File: src/rtl/keypad_scan_ctrl.sv
// keypad_scan_ctrl: 4x4 matrix keypad scanner with debounce and valid/ready output.
//   CLOCK_50    system clock
//   rst_n       asynchronous active-low reset
//   col_out     column drive, active-low, exactly one column low
//   row_in      row sense, active-low, asynchronous to CLOCK_50
//   key_code    key index {row, col}
//   key_valid   key_code holds an unconsumed key
//   key_ready   consumer accepts key_code when high together with key_valid
//   key_held    high while a debounced key is being held down
//   key_overrun one-cycle pulse when a debounced key is dropped (previous key unconsumed)
module keypad_scan_ctrl #(
  parameter int SCAN_DIV       = 50000,
  parameter int DEBOUNCE_SCANS = 20
) (
  input  logic       CLOCK_50,
  input  logic       rst_n,
  output logic [3:0] col_out,
  input  logic [3:0] row_in,
  output logic [3:0] key_code,
  output logic       key_valid,
  input  logic       key_ready,
  output logic       key_held,
  output logic       key_overrun
);

  localparam int DIV_W = $clog2(SCAN_DIV);
  localparam int CNT_W = $clog2(DEBOUNCE_SCANS + 1);
  localparam logic [DIV_W-1:0] DIV_LAST = DIV_W'(SCAN_DIV - 1);
  localparam logic [CNT_W-1:0] CNT_DONE = CNT_W'(DEBOUNCE_SCANS);
  localparam logic [CNT_W-1:0] CNT_ONE  = CNT_W'(1);

  localparam logic [1:0] ST_SCAN = 2'd0;
  localparam logic [1:0] ST_DEB  = 2'd1;
  localparam logic [1:0] ST_HELD = 2'd2;

  logic [3:0]       rs_meta, rs;
  logic [DIV_W-1:0] div;
  logic             tick;
  logic [1:0]       state;
  logic [1:0]       col;
  logic [1:0]       r, c;
  logic [CNT_W-1:0] dcnt, relcnt, dcnt_nxt, relcnt_nxt;
  logic             act;
  logic [1:0]       arow;
  logic             emit;
  logic [3:0]       emit_code;

  // Rows are asynchronous; two flops before anything looks at them.
  // Idle level is all-high (no key).
  always_ff @(posedge CLOCK_50 or negedge rst_n) begin
    if (!rst_n) begin
      rs_meta <= 4'b1111;
      rs      <= 4'b1111;
    end else begin
      rs_meta <= row_in;
      rs      <= rs_meta;
    end
  end

  assign tick       = (div == DIV_LAST);
  assign act        = ~&rs;
  assign dcnt_nxt   = dcnt + 1'b1;
  assign relcnt_nxt = relcnt + 1'b1;
  assign col_out    = ~(4'b0001 << col);
  assign key_held   = (state == ST_HELD);

  // Lowest-numbered active row wins when several are low.
  always_comb begin
    arow = 2'd0;
    if      (!rs[0]) arow = 2'd0;
    else if (!rs[1]) arow = 2'd1;
    else if (!rs[2]) arow = 2'd2;
    else if (!rs[3]) arow = 2'd3;
  end

  // A key is emitted on the tick that completes the debounce. With a
  // single-sample debounce that is the detecting tick itself, so the
  // code comes straight from the live row/column rather than r/c.
  always_comb begin
    emit      = 1'b0;
    emit_code = {r, c};
    if (tick) begin
      case (state)
        ST_SCAN: if (act && DEBOUNCE_SCANS == 1) begin
          emit      = 1'b1;
          emit_code = {arow, col};
        end
        ST_DEB: if (act && arow == r && dcnt_nxt == CNT_DONE) emit = 1'b1;
        default: ;
      endcase
    end
  end

  always_ff @(posedge CLOCK_50 or negedge rst_n) begin
    if (!rst_n) begin
      div    <= '0;
      state  <= ST_SCAN;
      col    <= 2'd0;
      r      <= 2'd0;
      c      <= 2'd0;
      dcnt   <= '0;
      relcnt <= '0;
    end else begin
      div <= tick ? '0 : div + 1'b1;
      if (tick) begin
        case (state)
          ST_SCAN: begin
            if (act) begin
              r    <= arow;
              c    <= col;
              dcnt <= CNT_ONE;
              if (DEBOUNCE_SCANS == 1) begin
                state  <= ST_HELD;
                relcnt <= '0;
              end else begin
                state <= ST_DEB;
              end
            end else begin
              col <= col + 2'd1;
            end
          end
          ST_DEB: begin
            // Column is still parked on c, so rs reflects only that column.
            if (act && arow == r) begin
              dcnt <= dcnt_nxt;
              if (dcnt_nxt == CNT_DONE) begin
                state  <= ST_HELD;
                relcnt <= '0;
              end
            end else begin
              state <= ST_SCAN;
            end
          end
          ST_HELD: begin
            if (act) begin
              relcnt <= '0;
            end else if (relcnt_nxt == CNT_DONE) begin
              state  <= ST_SCAN;
              relcnt <= '0;
              col    <= c + 2'd1;
            end else begin
              relcnt <= relcnt_nxt;
            end
          end
          default: state <= ST_SCAN;
        endcase
      end
    end
  end

  // Output register: an accept and a new emit in the same cycle replace
  // the old key without a gap; an emit against an unconsumed key is dropped.
  always_ff @(posedge CLOCK_50 or negedge rst_n) begin
    if (!rst_n) begin
      key_code    <= 4'd0;
      key_valid   <= 1'b0;
      key_overrun <= 1'b0;
    end else begin
      key_overrun <= 1'b0;
      if (emit) begin
        if (!key_valid || key_ready) begin
          key_code  <= emit_code;
          key_valid <= 1'b1;
        end else begin
          key_overrun <= 1'b1;
        end
      end else if (key_valid && key_ready) begin
        key_valid <= 1'b0;
      end
    end
  end

endmodule

File: config.mk
export PLATFORM = sky130hd
export DESIGN_NAME = keypad_scan_ctrl
export DESIGN_NICKNAME = d
export VERILOG_FILES = /design/src/rtl/keypad_scan_ctrl.sv
export SDC_FILE = /design/constraint.sdc
export NUM_CORES = 1
export LEC_CHECK = 0
export ABC_AREA = 0
export CAP_MARGIN = 10
export CORE_ASPECT_RATIO = 0.9
export CORE_UTILIZATION = 25
export DETAILED_ROUTE_END_ITERATION = 12
export GPL_TIMING_DRIVEN = 1
export HOLD_SLACK_MARGIN = 0.02
export PLACE_DENSITY = 0.43
export SLEW_MARGIN = 25
export SYNTH_ARGS = -nofsm -noshare
export SYNTH_HDL_FRONTEND = slang
export SYNTH_SLANG_ARGS = --single-unit
File: constraint.sdc
create_clock -name CLOCK_50 -period 5.2 [get_ports CLOCK_50]
set_clock_uncertainty 0.1 [all_clocks]
set_input_delay 0.78 -clock CLOCK_50 [delete_from_list [all_inputs] [get_ports CLOCK_50]]
set_output_delay 0.78 -clock CLOCK_50 [all_outputs]
set_load 0.05 [all_outputs]
==> flow_summary_export.csv, run 1 <==
group,metric,value,unit
hold_path,hp-class,"register to register",
worst_setup_path,path_class,"register to primary output",
route,num_vias,1616,
flow_run,maxCapViolCount,0,
worst_setup_path,end_kind,"primary output",
cells_and_area,area_growth,18.3,%
floorplan,die_height,93.0,um
global_routing,antenna_found_initial,0,
placed_design,dp_slack,2.67,ns
worst_setup_path,r2r_setup_slack,2.95,ns
timing,finalSetupViolCount,0,
route,drt-initial-drc-count,102,
worst_setup_path,crit_fanout,5,
clock_network,cts_max_path_buffers,2,
worst_setup_path,cp_common_cell,"inv_1",
synth,synth-seq-area-share,52.6,%
worst_setup_path,crit_chain,"inv_1 -> nand2_1 -> inv_1 -> clkdlybuf4s50_1",
route,drt-pass1-iter-count,4,
worst_setup_path,worstReg2RegStart,"dcnt[0]",
floorplan,start_util,26.2,%
synth,synthCells,214,
synth,ys_ff_latch,48,
route,drc,0,
global_routing,groute.usage.overall,10.9,%
cells_and_area,drive_gt1_share,16.5,%
timing,fin_crit_sh,55.0,%
synth,yosysWarnings,0,
global_routing,grt_max_degree,49,
global_routing,grt_pass1_vias,1608,
pwr,ir_drop,0.000138,V
clock_network,cts_sinks,48,
floorplan,die_w,103,um
placed_design,port_buffers,17,
route,wl_per_cell,12.9,um
route,postRouteWirelength,4590,um
outcome,outcome,"completed",
pwr,leakagePower,1.19,nW
timing,relSlewSlack,55.6,%
timing,fmax,350,MHz
worst_setup_path,required,4.32,ns
timing,tns,0,ns
clock_network,ctsHoldBuffers,0,
worst_setup_path,slowest_delay,0.82,ns
timing,final.min_clock_period,2.86,ns
clock_network,cts_setup_buffers,0,
timing,tightest_slew,0.665,ns
timing,timing.hold.ws,0.260,ns
worst_setup_path,cpMaxStageDelayCell,"clkdlybuf4s50_1",
clock_network,cts_tree,"yes",
worst_setup_path,rr_worst_depth,5,
hold_path,min_to,"rs[1]",
worst_setup_path,crit_path_start_kind,"register",
timing,fin_ws,2.34,ns
cells_and_area,fill_cells,933,
global_routing,overflow,0,
synth,avgSynthCellArea,10.8,um^2
timing,report.final.slew_viol_count,0,
clock_network,h-tree-depth,2,
placed_design,hpwlAfterDp,3130,um
clock_network,cts_buffers,5,
synth,syn-num-nets,224,
floorplan,fp-row-count,32,
timing,rsz0062_at_grt,"no",
floorplan,ios,18,
hold_path,hold_path_startpoint,"rs_meta[1]",
synth,ys_types,46,
clock_network,clk_latency,0.30,ns
synth,syn_area,2300,um^2
pwr,p_total,0.678,mW
floorplan,die_area,9590,um^2
floorplan,core_area,8770,um^2
cells_and_area,nNetsFinal,246,
clock_network,cts_root_buffer,"clkbuf_8",
worst_setup_path,arrival,1.98,ns
cells_and_area,antennaDiodeCount,0,
route,vias_per_cell,4.54,
pwr,powerDensity,249,nW/um^2
placed_design,place.gp.congestion,0.710,
timing,finalHoldViolations,0,
clock_network,path_clk_slew,0.09,ns
hold_path,hold_path_depth,0,
global_routing,grt_pass1_wl,8050,um
worst_setup_path,r2r-end,"key_code[3]",
clock_network,cts_resized,0,
cells_and_area,finish.utilization,31.0,%
route,drt.antenna.violating_nets,0,
-- kinds of logic after synthesis --
group | Yosys count | synth area share, %
buffers and inverters | 12 | 2.23
XOR/XNOR | 14 | 5.33
AND/OR/NAND/NOR | 95 | 24.6
adder cells (fa/ha/maj) | 3 | 1.63
flip-flops | 48 | 52.6
multiplexers | 10 | 4.68
AO/OA/AOI/OAI | 32 | 8.92
-- worst max-delay path, delay by kind of cell (launching register included) --
| family | cells | cell delay [ns] |
|---|---|---|
| flip-flops | 1 | 0.42 |
| buffers and inverters | 3 | 1.12 |
| AND/OR/NAND/NOR | 1 | 0.14 |
-- registers in the layout, indices dropped and copies added (netlist names) --
name / flops
rs: 4
r: 2
col: 2
div: 16
rs_meta: 4
key_overrun: 1
relcnt: 5
key_valid: 1
dcnt: 5
key_code: 4
c: 2
state: 2
-- cell usage in the layout, fill, tap and decap left out, types with 8 or more instances in the layout --
cell type,netlist,final
nand3_1,10,10
nand2_1,21,21
clkdlybuf4s50_1,0,16
nor2_1,21,21
a21oi_1,8,8
o21ai_0,9,9
inv_1,9,9
xor2_1,11,11
dfrtp_1,40,40
dfstp_2,8,8
-- power by group --
group	internal (mW)	switching, mW
sequential	0.379	0.00224
combinational	0.00565	0.0106
clock	0.145	0.135
-- stage by stage --
| step | instance area (um^2) | std cells |
|---|---|---|
| final | 2720 | 356 |
| after global routing | 2720 | 356 |
| after CTS | 2720 | 356 |
| after detailed placement | 2610 | 348 |
| after global placement | 2610 | 348 |
| after floorplan | 2300 | 214 |
-- Yosys cell counts, drive strengths merged --
library cell / instances / area, um^2
a21oi: 8 / 40.0
a22o: 3 / 27.5
a311o: 1 / 10.0
a31oi: 3 / 18.8
a41oi: 3 / 26.3
and2: 2 / 13.8
and3: 4 / 26.3
and3b: 1 / 8.76
and4: 2 / 20.0
and4bb: 2 / 25.0
buf: 3 / 17.5
dfrtp: 40 / 1000
dfstp: 8 / 210
ha: 3 / 37.5
inv: 9 / 33.8
mux2: 6 / 67.6
mux2i: 4 / 40.0
nand2: 22 / 85.1
nand2b: 6 / 37.5
nand3: 11 / 60.1
nand4: 8 / 71.3
nor2: 21 / 78.8
nor2b: 1 / 6.26
nor3: 7 / 46.3
nor4b: 2 / 32.5
nor4bb: 3 / 30.0
o2111ai: 1 / 8.76
o21a: 1 / 7.51
o21ai: 10 / 50.0
o22a: 1 / 8.76
o31ai: 1 / 7.51
or2: 2 / 12.5
or4bb: 1 / 11.3
xnor2: 3 / 26.3
xor2: 11 / 96.3
-- routing by layer --
metal  up-vias  wire length (um)  GRT usage, %
li1        804                 -             -
met1       784              2430          15.8
met2        23              1990          15.9
met3         5                97          2.24
met4         0                73          3.87
met5         -                 0             0
-- layout make-up --
class | count | area [um^2] | share of cell area (%)
Sequential cell | 48 | 1210 | 44.5
Multi-Input combinational cell | 154 | 1040 | 38.2
Timing Repair Buffer | 18 | 173 | 6.34
Tap cell | 119 | 149 | 5.47
Clock buffer | 5 | 68.8 | 2.53
Clock inverter | 3 | 47.5 | 1.75
Inverter | 9 | 33.8 | 1.24
-- how the worst max path moves through the flow --
stage           endpoint  cells past startpoint      from
3_5_place_dp    key_held                      4  state[0]
5_1_grt         key_held                      4  state[0]
3_3_place_gp    key_held                      4  state[0]
6_report        key_held                      4  state[0]
2_1_floorplan  relcnt[4]                      6  state[0]
4_1_cts         key_held                      4  state[0]
No activity file was read; power rests on OpenSTA's default activity.
==> inputs of run 2 (changes only) <==
clock period = 2.95 ns   (was 5.2 ns; I/O delays follow)
==> flow_summary_export.csv, run 2 (synthesis results as in run 1) <==
group,metric,value,unit
route,drt.antenna.violating_nets,0,
route,postRouteWirelength,4610,um
timing,report.final.slew_viol_count,0,
worst_setup_path,slowest_delay,0.82,ns
cells_and_area,stdcell_count,358,
clock_network,cts_root_buffer,"clkbuf_8",
worst_setup_path,cpMaxStageDelayCell,"clkdlybuf4s50_1",
floorplan,die_area,9590,um^2
timing,timing.hold.ws,0.116,ns
route,drt-initial-drc-count,100,
flow_run,maxCapViolCount,0,
clock_network,cts_tree,"yes",
cells_and_area,nNetsFinal,248,
clock_network,cts_max_path_buffers,2,
floorplan,start_util,26.2,%
timing,relSlewSlack,60.6,%
timing,final.min_clock_period,2.54,ns
pwr,power_frac_seq,60.2,%
floorplan,die_height,93.0,um
clock_network,clk_latency,0.31,ns
worst_setup_path,arrival,1.99,ns
placed_design,port_buffers,17,
timing,fmax,394,MHz
pwr,clkPwrFrac,37.3,%
route,drc,0,
cells_and_area,fill_cells,900,
pwr,ir_drop,0.000196,V
route,wl_per_cell,12.9,um
placed_design,hpwlAfterDp,3300,um
route,num_vias,1621,
timing,finalHoldViolations,0,
route,vias_per_cell,4.53,
cells_and_area,drive_gt1_share,17.2,%
clock_network,h-tree-depth,2,
global_routing,grt_pass1_wl,8250,um
floorplan,fp-row-count,32,
cells_and_area,reg_top3,"div (16), dcnt (5), relcnt (5)",
worst_setup_path,cpLargestDelayFamily,"buffers and inverters",
global_routing,groute.usage.overall,11.2,%
timing,finalSetupViolCount,0,
cells_and_area,area_growth,18.0,%
clock_network,ctsHoldBuffers,0,
worst_setup_path,end_kind,"primary output",
floorplan,die_w,103,um
outcome,outcome,"completed",
cells_and_area,largest_reg_flops,16,
global_routing,overflow,0,
global_routing,antenna_found_initial,0,
clock_network,cts_buffers,5,
pwr,p_sw,0.263,mW
timing,fin_crit_sh,86.0,%
route,drt-pass1-iter-count,4,
clock_network,cts_sinks,48,
clock_network,cts_resized,0,
cells_and_area,regMostFlops,"div",
pwr,leakagePower,1.19,nW
timing,rsz0062_at_grt,"no",
global_routing,grt_max_degree,49,
pwr,powerDensity,411,nW/um^2
cells_and_area,antennaDiodeCount,0,
worst_setup_path,cp_common_cell,"inv_1",
placed_design,place.gp.congestion,0.755,
clock_network,cts_setup_buffers,0,
floorplan,ios,18,
worst_setup_path,required,2.41,ns
global_routing,grt_pass1_vias,1698,
worst_setup_path,path_class,"register to primary output",
worst_setup_path,crit_fanout,5,
hold_path,hp-class,"input pin to async pin",
clock_network,path_clk_slew,0.10,ns
cells_and_area,final_cell_mix,"40 x dfrtp_1, 21 x nand2_1, 21 x nor2_1",
pwr,p_sw_share,23.6,%
pwr,p_int,0.852,mW
timing,tightest_slew,0.591,ns
worst_setup_path,cp.buffers_inverters,3,
cells_and_area,final_common_cell,"dfrtp_1",
worst_setup_path,crit_path_start_kind,"register",
floorplan,core_area,8770,um^2
worst_setup_path,crit_chain,"inv_1 -> nand2_1 -> inv_1 -> clkdlybuf4s50_1",
timing,tns,0,ns
pwr,power_frac_comb,2.5,%
cells_and_area,finish.utilization,31.0,%
placed_design,dp_cells,350,
[run 2: changes by cell type in the layout (fill, tap and decap cells not counted), sizes merged]
cell    before  now
bufinv       1    0
buf          2    4
clkinv       2    1
inv          9   11
[run 2: cell type report]
type | instances | area [um^2] | area share [%]
Clock buffer | 5 | 68.8 | 2.53
Clock inverter | 3 | 26.3 | 0.968
Inverter | 9 | 33.8 | 1.24
Multi-Input combinational cell | 154 | 1040 | 38.2
Sequential cell | 48 | 1210 | 44.6
Tap cell | 119 | 149 | 5.48
Timing Repair Buffer | 20 | 188 | 6.91
[run 2: path summary, 6_finish.rpt]
path                       startpoint     endpoint  slack (ns)  cells past startpoint
min in group CLOCK_50      rs_meta[3]        rs[3]        0.26                      0
setup reg to reg               div[0]  key_code[3]        0.78                      5
max in group asynchronous       rst_n         c[0]        2.24                      2
hold reg to reg            rs_meta[3]        rs[3]        0.26                      0
setup / recovery             state[0]     key_held        0.41                      4
hold / removal                  rst_n      div[12]        0.12                      2
[run 2: power by group through the flow]
| stage | Sequential [mW] | Clock (mW) | Combinational, mW |
|---|---|---|---|
| CTS | 0.672 | 0.433 | 0.0299 |
| global placement | 0.685 | 0 | 0.0302 |
| detailed placement | 0.684 | 0 | 0.0298 |
| floorplan | 0.683 | 0 | 0.00637 |
| global route | 0.673 | 0.465 | 0.0334 |
| finish | 0.672 | 0.415 | 0.0279 |
[run 2: layer usage]
layer / part of all wire [%] / vias to the layer above / global-route usage (%) / wire, um
met1: 49 / 780 / 15.4 / 2280
met3: 3.8 / 6 / 2.24 / 173
met5: 0 / - / 0 / 0
met4: 1.6 / 0 / 3.99 / 74
li1: - / 809 / - / -
met2: 45 / 26 / 17.5 / 2080
[run 2: through the flow]
step | total power [mW] | area, um^2 | setup WS (ns)
floorplan | 0.690 | 2300 | 1.05
global placement | 0.715 | 2620 | 0.788
detailed placement | 0.714 | 2620 | 0.748
CTS | 1.13 | 2720 | 0.400
global route | 1.17 | 2720 | 0.324
finish | 1.11 | 2720 | 0.414
==> inputs of run 3 (changes only) <==
CORE_UTILIZATION = 57   (was 25)
PLACE_DENSITY = 0.8   (was 0.43)
SETUP_SLACK_MARGIN = 0.2   (was unset)
==> flow_summary_export.csv, run 3 (synthesis results as in run 1) <==
group,metric,value,unit
worst_setup_path,end_kind,"primary output",
cells_and_area,final_cell_mix,"40 x dfrtp_1, 21 x nand2_1, 21 x nor2_1",
floorplan,start_util,60.8,%
worst_setup_path,crit_fanout,5,
cells_and_area,regMostFlops,"div",
cells_and_area,largest_reg_flops,16,
clock_network,cts_max_path_buffers,2,
clock_network,cts_root_buffer,"clkbuf_8",
hold_path,hp-class,"input pin to async pin",
route,drc,0,
floorplan,ios,18,
pwr,leakagePower,1.17,nW
outcome,outcome,"completed",
timing,rsz0062_at_grt,"no",
worst_setup_path,crit_path_start_kind,"register",
route,wl_per_cell,13.9,um
worst_setup_path,required,2.41,ns
timing,timing.hold.ws,0.0205,ns
global_routing,grt_pass1_vias,1484,
clock_network,cts_sinks,48,
cells_and_area,reg_top3,"div (16), dcnt (5), relcnt (5)",
timing,final.min_clock_period,2.53,ns
worst_setup_path,cpMaxStageDelayCell,"clkdlybuf4s50_1",
global_routing,antenna_found_initial,0,
clock_network,cts_buffers,5,
worst_setup_path,cpLargestDelayFamily,"buffers and inverters",
cells_and_area,drive_gt1_share,16.5,%
route,drt-pass1-iter-count,4,
clock_network,cts_resized,0,
route,drt-initial-drc-count,86,
flow_run,maxCapViolCount,0,
worst_setup_path,arrival,1.98,ns
floorplan,fp-row-count,21,
clock_network,path_clk_slew,0.09,ns
worst_setup_path,r2r-end,"key_code[0]",
timing,tns,0,ns
route,vias_per_cell,5.74,
pwr,ir_drop,0.000408,V
clock_network,ctsHoldBuffers,0,
worst_setup_path,rr_worst_depth,5,
timing,fmax,396,MHz
timing,finalSetupViolCount,0,
worst_setup_path,slowest_delay,0.83,ns
floorplan,die_area,4300,um^2
worst_setup_path,cp.buffers_inverters,3,
global_routing,groute.usage.overall,21.4,%
worst_setup_path,cp_common_cell,"inv_1",
placed_design,port_buffers,17,
timing,fin_crit_sh,85.6,%
cells_and_area,area_growth,13.6,%
route,drt.antenna.violating_nets,0,
global_routing,grt_max_degree,46,
floorplan,core_area,3780,um^2
global_routing,grt_pass1_wl,6760,um
worst_setup_path,crit_chain,"inv_1 -> nand2_1 -> inv_1 -> clkdlybuf4s50_1",
route,num_vias,1625,
timing,finalHoldViolations,0,
global_routing,overflow,0,
route,postRouteWirelength,3930,um
worst_setup_path,r2r_setup_slack,0.83,ns
cells_and_area,antennaDiodeCount,0,
clock_network,clk_latency,0.30,ns
placed_design,place.gp.congestion,0.802,
timing,tightest_slew,0.582,ns
worst_setup_path,worstReg2RegStart,"div[0]",
floorplan,die_w,69.0,um
worst_setup_path,path_class,"register to primary output",
clock_network,h-tree-depth,2,
floorplan,die_height,62.3,um
cells_and_area,final_common_cell,"dfrtp_1",
cells_and_area,nNetsFinal,246,
placed_design,hpwlAfterDp,2730,um
clock_network,cts_setup_buffers,0,
timing,report.final.slew_viol_count,0,
timing,relSlewSlack,61.1,%
clock_network,cts_tree,"yes",
pwr,powerDensity,424,nW/um^2
run 3: stage by stage:
step	worst slack [ns]	util, %	total power [mW]	area (um^2)	instances
floorplan	1.05	-	0.690	2300	214
global route	0.330	69.1	1.15	2610	283
detailed placement	0.756	66.4	0.713	2510	275
finish	0.424	69.1	1.11	2610	283
CTS	0.418	69.0	1.12	2610	283
global placement	0.764	66.4	0.712	2510	275
run 3: worst max path at each step:
stage	startpoint	to	slack (ns)	depth (start not counted)
final	state[0]	key_held	0.42	4
after detailed placement	state[0]	key_held	0.76	4
after global placement	state[0]	key_held	0.76	4
after floorplan	state[0]	relcnt[4]	1.05	6
after global routing	state[0]	key_held	0.33	4
after CTS	state[0]	key_held	0.42	4
run 3: worst register-to-register path: stages (launching register included):
cell	delay, ns
dfrtp_1	0.39
ha_1	0.21
and3_1	0.30
and4_2	0.43
nand4_1	0.25
mux2_2	0.33
run 3: per-layer routing:
| layer | track usage, % | wire (um) | share of wire [%] |
|---|---|---|---|
| met1 | 32.1 | 2040 | 52 |
| met2 | 29.5 | 1670 | 43 |
| met3 | 4.96 | 167 | 4.3 |
| met4 | 9.18 | 55 | 1.4 |
| met5 | 0 | 0 | 0 |
run 3: power by group:
group	switching (mW)	internal (mW)	total, mW	leakage [nW]
Clock	0.220	0.190	0.410	0.0434
Combinational	0.0172	0.0103	0.0275	0.500
Sequential	0.00391	0.667	0.671	0.629
Total	0.241	0.868	1.11	1.17
run 3: final cells by class:
class	instances	area, um^2
multi-input cells	154	1040
inverters	9	33.8
well taps	46	57.6
clock inverters	2	15.0
clock buffers	6	82.6
flip-flops and latches	48	1210
fillers	293	1170
repair buffers	18	175
